File: config.mk
export PLATFORM = sky130hd
export DESIGN_NAME = multicycle_ctrl
export DESIGN_NICKNAME = d
export VERILOG_FILES = /design/src/rtl/multicycle_ctrl.sv
export SDC_FILE = /design/constraint.sdc
export NUM_CORES = 1
export LEC_CHECK = 0
export CAP_MARGIN = 20
export CELL_PAD_IN_SITES_DETAIL_PLACEMENT = 2
export CELL_PAD_IN_SITES_GLOBAL_PLACEMENT = 2
export CORE_ASPECT_RATIO = 1.75
export CORE_MARGIN = 2
export CORE_UTILIZATION = 12
export CTS_CLUSTER_DIAMETER = 60
export DETAILED_ROUTE_END_ITERATION = 6
export PLACE_DENSITY = 0.81
export RECOVER_POWER = 100
export SLEW_MARGIN = 20
export SYNTH_ARGS = -nofsm -noshare
export SYNTH_HDL_FRONTEND = slang
export SYNTH_SLANG_ARGS = --single-unit
File: constraint.sdc
create_clock -name clk -period 1.73 [get_ports clk]
set_clock_uncertainty 0.2 [all_clocks]
set_input_delay 0.173 -clock clk [delete_from_list [all_inputs] [get_ports clk]]
set_output_delay 0.173 -clock clk [all_outputs]
set_load 0.01 [all_outputs]
File: src/rtl/multicycle_ctrl.sv
// Multi-cycle control FSM for the shared RV32I datapath (addi, bne, lw).
// Define MULTICYCLE_CTRL_PERF_EN to build the cycle and retire counters.
module multicycle_ctrl #(
  parameter int unsigned IN_WIDTH = 32
) (
  input  logic                clk,
  input  logic                rst_n,
  input  logic [IN_WIDTH-1:0] instr,
  input  logic                eq,
  input  logic                imem_ready,
  input  logic                dmem_ready,
  output logic                imem_req,
  output logic                dmem_req,
  output logic                ir_we,
  output logic                pc_we,
  output logic                RegWrite,
  output logic [2:0]          ALUctrl,
  output logic                ALUsrc,
  output logic [1:0]          ImmSrc,
  output logic                PCsrc,
  output logic                data_src,
  output logic                illegal,
  output logic [31:0]         cyc_cnt,
  output logic [31:0]         ret_cnt
);

  typedef enum logic [2:0] {
    S_IDLE, S_FETCH, S_DECODE, S_EXEC, S_MEM, S_WB, S_TRAP
  } state_t;

  typedef enum logic [1:0] {
    OP_ADDI, OP_BNE, OP_LW
  } op_t;

  state_t state_q, state_d;
  op_t    op_q, op_d;

  // Only the major opcode field is decoded.
  logic unused_instr_bits;
  assign unused_instr_bits = ^{instr[IN_WIDTH-1:7], instr[1:0]};

  always_ff @(posedge clk or negedge rst_n) begin
    if (!rst_n) begin
      state_q <= S_IDLE;
      op_q    <= OP_ADDI;
    end else begin
      state_q <= state_d;
      op_q    <= op_d;
    end
  end

  always_comb begin
    state_d  = state_q;
    op_d     = op_q;
    imem_req = 1'b0;
    dmem_req = 1'b0;
    ir_we    = 1'b0;
    pc_we    = 1'b0;
    RegWrite = 1'b0;
    ALUctrl  = 3'b000;
    ALUsrc   = 1'b0;
    ImmSrc   = 2'b00;
    PCsrc    = 1'b0;
    data_src = 1'b0;
    illegal  = 1'b0;
    case (state_q)
      S_IDLE: state_d = S_FETCH;
      S_FETCH: begin
        imem_req = 1'b1;
        if (imem_ready) begin
          ir_we   = 1'b1;
          state_d = S_DECODE;
        end
      end
      S_DECODE: begin
        // Opcode class is latched so EXEC does not depend on IR staying put.
        case (instr[6:2])
          5'b00100: begin op_d = OP_ADDI; state_d = S_EXEC; end
          5'b11000: begin op_d = OP_BNE;  state_d = S_EXEC; end
          5'b00000: begin op_d = OP_LW;   state_d = S_EXEC; end
          default:  state_d = S_TRAP;
        endcase
      end
      S_EXEC: begin
        case (op_q)
          OP_ADDI: begin
            ALUsrc   = 1'b1;
            RegWrite = 1'b1;
            pc_we    = 1'b1;
            state_d  = S_FETCH;
          end
          OP_BNE: begin
            ALUctrl = 3'b001;
            ImmSrc  = 2'b10;
            pc_we   = 1'b1;
            PCsrc   = ~eq;
            state_d = S_FETCH;
          end
          OP_LW: begin
            ALUsrc  = 1'b1;
            state_d = S_MEM;
          end
          default: state_d = S_TRAP;
        endcase
      end
      S_MEM: begin
        ALUsrc   = 1'b1;
        dmem_req = 1'b1;
        if (dmem_ready) state_d = S_WB;
      end
      S_WB: begin
        RegWrite = 1'b1;
        data_src = 1'b1;
        pc_we    = 1'b1;
        state_d  = S_FETCH;
      end
      S_TRAP:  illegal = 1'b1;
      default: state_d = S_IDLE;
    endcase
  end

`ifdef MULTICYCLE_CTRL_PERF_EN
  logic [31:0] cyc_cnt_q, ret_cnt_q;

  always_ff @(posedge clk or negedge rst_n) begin
    if (!rst_n) begin
      cyc_cnt_q <= '0;
      ret_cnt_q <= '0;
    end else if (state_q != S_TRAP) begin
      cyc_cnt_q <= cyc_cnt_q + 32'd1;
      if (pc_we) ret_cnt_q <= ret_cnt_q + 32'd1;
    end
  end

  assign cyc_cnt = cyc_cnt_q;
  assign ret_cnt = ret_cnt_q;
`else
  assign cyc_cnt = '0;
  assign ret_cnt = '0;
`endif

endmodule

* Yosys cells after proc, flatten, opt, wreduce, memory -nomap -nowiden
Index checks and enable logic that the tools add are counted.
Word-level totals: word-level logic and storage cells 50, input port bits 37, flip-flop bits (word level) 5, output and inout bits 78
Operators by class: reductions and logical operators 10, eq/ne operators 12, multiplexer cells 24, bitwise logic cells 2
Operator list (count):
- $pmux W3 S6 | 1
- $mux W1 | 13
- $eq A3 B3 Y1 const B | 3
- $mux W3 | 3
- $eq A3 B2 Y1 const B | 2
- $pmux W1 S2 | 3
- $pmux W2 S3 | 1
- $pmux W3 S2 | 1
- $reduce_or A2 Y1 | 3
- $eq A5 B3 Y1 const B | 1
- $eq A5 B5 Y1 const B | 1
- $logic_not A5 Y1 | 1
- $mux W2 | 2
- $ne A2 B2 Y1 const B | 2
- $eq A3 B1 Y1 const B | 1
- $logic_not A3 Y1 | 1
- $reduce_and A3 Y1 | 1
- $reduce_bool A3 Y1 | 1
- $reduce_or A3 Y1 | 1
- $eq A2 B1 Y1 const B | 1
- $eq A2 B2 Y1 const B | 1
- $logic_not A2 Y1 | 1
- $not A1 Y1 | 2
- $reduce_and A2 Y1 | 1

* Logic depth before layout (Yosys ltp)
word-level depth 4, mapped depth 4, mapped depth without buffers 3

* Worst setup path after synthesis
Ideal clock, no wire load.
path type reg2reg, start point register state_q[0], end point register op_q[0], path buffers 1, clock period less this slack 1.557 ns, slack 0.173 ns, cell stages (with the launch flop) 5, arrival 1.277 ns, data required time 1.450 ns, library setup time 0.080 ns, cell sequence dfrtp_1 buf_6 or3_4 o41a_1 o22ai_2
Between the ends: cells in the longest elaborated chain, start to end 2
RTL lines:
- start: declaration | RTL line 35 | state_t state_q, state_d;
- start signal: assignment | RTL line 47 | state_q <= state_d;
- $eq A3 B2 Y1 | RTL line 66 | case (state_q)
- $reduce_and A2 Y1 (no source line)
- end signal: assignment | RTL line 48 | op_q <= op_d;
- end: declaration | RTL line 36 | op_t op_q, op_d;
No other way between the ends. A chain may end at the register's enable or synchronous reset.

* Worst setup path in the final report
start point register state_q[2], end point output ir_we
Between the ends: cells in the longest elaborated chain, start to end 2
RTL lines:
- $eq A3 B1 Y1 | RTL line 66
- $mux W1 | RTL line 66
- end: declaration | RTL line 14 | output logic ir_we,
No other way between the ends.

==> impl_metrics.py <==
metrics = {
    "sta": {
        "report.final.setup_viol": 0,
        "timing_hold_violations_final": 0,
        "fin_hold_ws_ps": 384.1,
        "sum_neg_setup_slack_ps": 0,
        "maxSlewViolCount": 0,
        "layout_min_cycle_time_ps": 1717,
        "final.period_utilization": 0.9926,
        "rsz0062_at_grt": "true",
        "post-route-worst-setup-slack_ps": 12.72,
        "maxClockFrequency_mhz": 582.3,
    },
    "worst_setup_path": {
        "critPathCaptureType": "primary output",
        "most_frequent_cell_on_critical_path": "sky130_fd_sc_hd__buf_6",
        "crit_chain": "buf_6 > buf_6 > nor4bb_4 > buf_2",
        "max_stage_delay_ps": 400,
        "worstPathRequired_ps": 1360,
        "setup.worst_path.class": "reg2out",
        "slowest_cp_cell": "sky130_fd_sc_hd__dfrtp_1",
        "cp.arrival_ps": 1340,
        "worst-path-buf-inv": 3,
        "start_kind": "flip-flop",
        "worst-path-max-fanout": 5,
        "worst_path_dominant_cell_family": "buffers and inverters",
    },
    "synth": {
        "synth_edf_count": 0,
        "yosys.cell_types.count": 31,
        "ys_seq_area_frac": 0.1328,
        "synth_area_um2": 942.2,
        "synth_top_area_cell": "sky130_fd_sc_hd__buf_4",
        "synth-async-reset-ratio": 1.000,
        "count_of_synthesis_stage_warnings_from_yosys": 0,
        "postSynthAreaPerCell_um2": 7.851,
        "postSynthRegisterBits": 5,
        "post-synth-top-area-fraction": 0.5418,
        "ys_top_cells_by_area": "sky130_fd_sc_hd__buf_4 (54%), sky130_fd_sc_hd__dfrtp_1 (13%), sky130_fd_sc_hd__nor2b_1 (2.7%), sky130_fd_sc_hd__nor3_1 (2.1%), sky130_fd_sc_hd__inv_1 (2.0%)",
        "post-synth-top-count-cell": "sky130_fd_sc_hd__buf_4",
        "synth_ff_type": "sky130_fd_sc_hd__dfrtp_1",
        "netlist_instances": 120,
        "yosys-top-cells-count": "sky130_fd_sc_hd__buf_4 (68), sky130_fd_sc_hd__dfrtp_1 (5), sky130_fd_sc_hd__inv_1 (5)",
    },
    "route": {
        "routed_via_density": 3.093,
        "detail_route.first_pass.iterations": 2,
        "route.detailed.wl_per_inst_um": 9.681,
        "ant_nets": 0,
        "via_count": 767,
        "detailedRoute.firstIterationViolations": 8,
        "detailed_route_wl_um": 2401,
        "drc": 0,
    },
    "finish": {
        "multi_input_combinational_cell_area_um2": 575.6,
        "final_cells": 248,
        "fillers": 939,
        "seqCellArea_um2": 125.1,
        "final_layout_size_suffix_gt1_frac": 0.2625,
        "area.growth.synth_to_final_pct": 31.61,
        "num-nets-final": 198,
        "n_antenna_cell": 0,
    },
    "power": {
        "p_leak_nw": 0.6667,
        "power.density_cell_area_nw_per_um2": 1264,
        "power.ir.vdd_worst_v": 0.0002763,
    },
    "floorplanning": {
        "die_h_um": 121.2,
        "num_rows": 42,
        "design.core.area_um2": 7567,
        "die_area_um2": 8604,
        "floorplan.initialDensity": 0.1245,
        "boundaryPins": 115,
        "die_w_um": 70.98,
    },
    "place": {
        "post-place-cells": 235,
        "count_of_input_and_output_buffers": 20,
        "gp_congestion": 0.6964,
        "dp_hpwl_um": 1993,
        "detailedPlace.worstSlack_ps": -267.9,
    },
    "cts": {
        "clockBufferDepth": 2,
        "worst_setup_hold_path_clk_slew_ps": 30,
        "clk-insertion-delay-late_ps": 230,
        "tritoncts_clock_tree": "yes",
        "clock-sinks": 5,
        "cts.root.buffer_cell": "sky130_fd_sc_hd__clkbuf_16",
        "ctsHtreeMaxLevel": 1,
        "cts-buffers-inserted": 3,
    },
    "global_routing": {
        "number_of_global_route_vias_before_repair": 791,
        "grt_start_max_net_pins": 8,
        "grt_pass1_wl_um": 3443,
        "number_of_antenna_violations_at_the_first_check_in_global_routing": 0,
        "grt_overflow": 0,
        "globalRouteTotalUtil": 0.05184,
    },
    "worst_hold_path": {
        "worst_hold_path_type": "in2reg",
    },
    "job": {
        "max_cap_viol_count": 0,
    },
    "outcome": {
        "outcome": "completed",
    },
}
==> worst min-delay path, cell delays in order <==
cell and delay (ps):
sky130_fd_sc_hd__clkdlybuf4s50_1 400, sky130_fd_sc_hd__o21bai_1 120, sky130_fd_sc_hd__a22oi_1 60
==> layer usage <==
metal  wire (µm)  track usage  vias to the layer above
met5           0            0                        -
met4          42      0.02476                        0
met3         354      0.01910                        4
met2        1304       0.1057                       74
met1         699      0.04067                      348
li1            -            -                      341
==> power by group <==
group | internal [W] | switching [W] | leakage (nW) | total, W
Clock | 0.000307 | 0.0000884 | 0.0382 | 0.000395
Combinational | 0.000516 | 0.000478 | 0.569 | 0.000993
Sequential | 0.000152 | 0.0000271 | 0.0597 | 0.000179
Total | 0.000974 | 0.000593 | 0.667 | 0.00157
==> placed cells by master, fill, tap and decap left out, types with 2 or more instances in the layout <==
cell type / count
sky130_fd_sc_hd__buf_2: 5
sky130_fd_sc_hd__clkbuf_2: 2
sky130_fd_sc_hd__nor3_2: 2
sky130_fd_sc_hd__dfrtp_1: 5
sky130_fd_sc_hd__dlygate4sd2_1: 4
sky130_fd_sc_hd__nor2_1: 4
sky130_fd_sc_hd__a21o_1: 2
sky130_fd_sc_hd__nor2b_1: 3
sky130_fd_sc_hd__clkdlybuf4s50_1: 8
sky130_fd_sc_hd__buf_6: 3
sky130_fd_sc_hd__inv_1: 4
sky130_fd_sc_hd__o21ai_0: 2
sky130_fd_sc_hd__clkbuf_16: 3
sky130_fd_sc_hd__conb_1: 67
sky130_fd_sc_hd__buf_4: 17
sky130_fd_sc_hd__dlygate4sd3_1: 2
sky130_fd_sc_hd__nor3_1: 2
==> flip-flops by register name, indices dropped and copies added, names as in the netlist <==
register and cells:
op_q 2, state_q 3
==> worst paths after layout <==
check | from | end | slack (ps) | cells past startpoint
min in group asynchronous | rst_n | state_q[2]$_DFFE_PN0P_ | 600 | 2
worst min register to register | state_q[1]$_DFFE_PN0P_ | state_q[1]$_DFFE_PN0P_ | 490 | 2
worst max-delay path | state_q[2]$_DFFE_PN0P_ | ir_we | 10 | 4
max in group asynchronous | rst_n | state_q[0]$_DFFE_PN0P_ | 530 | 2
worst min-delay path | dmem_ready | state_q[0]$_DFFE_PN0P_ | 380 | 3
worst max register to register | state_q[0]$_DFFE_PN0P_ | op_q[1]$_DFFE_PN0P_ | 50 | 5
==> logic make-up after synthesis <==
kind of cell           count (synthesis)  share of synthesized area
buffers and inverters                 76                     0.5817
AND/OR/NAND/NOR                       22                     0.1447
AO/OA/AOI/OAI                         16                     0.1368
flip-flops                             5                     0.1328
other                                  1                   0.003980
==> area by class of cell <==
| cell class | instances | area share |
|---|---|---|
| Tap cell | 88 | 0.08880 |
| Timing Repair Buffer | 41 | 0.2674 |
| Clock buffer | 4 | 0.06357 |
| Sequential cell | 5 | 0.1009 |
| Multi-Input combinational cell | 105 | 0.4642 |
| Inverter | 5 | 0.01514 |
==> per-stage QoR <==
stage / util / cell area [µm²] / total power (W)
global route: 0.1639 / 1240 / 0.001668
finish: 0.1639 / 1240 / 0.001568
floorplan: - / 1190 / 0.0007253
global placement: 0.1402 / 1061 / 0.0009997
CTS: 0.1615 / 1222 / 0.001534
detailed placement: 0.1402 / 1061 / 0.001036
==> repair_timing <==
action / in CTS / in global routing
hold buffers: 1 / 0
setup buffers: 4 / 5
gates resized for setup: 35 / 11
pin swaps: 4 / 7
hold endpoints to repair: 5 / 0
endpoints found under the setup margin: 12 / 12
Power figures use the tool's default switching activity.
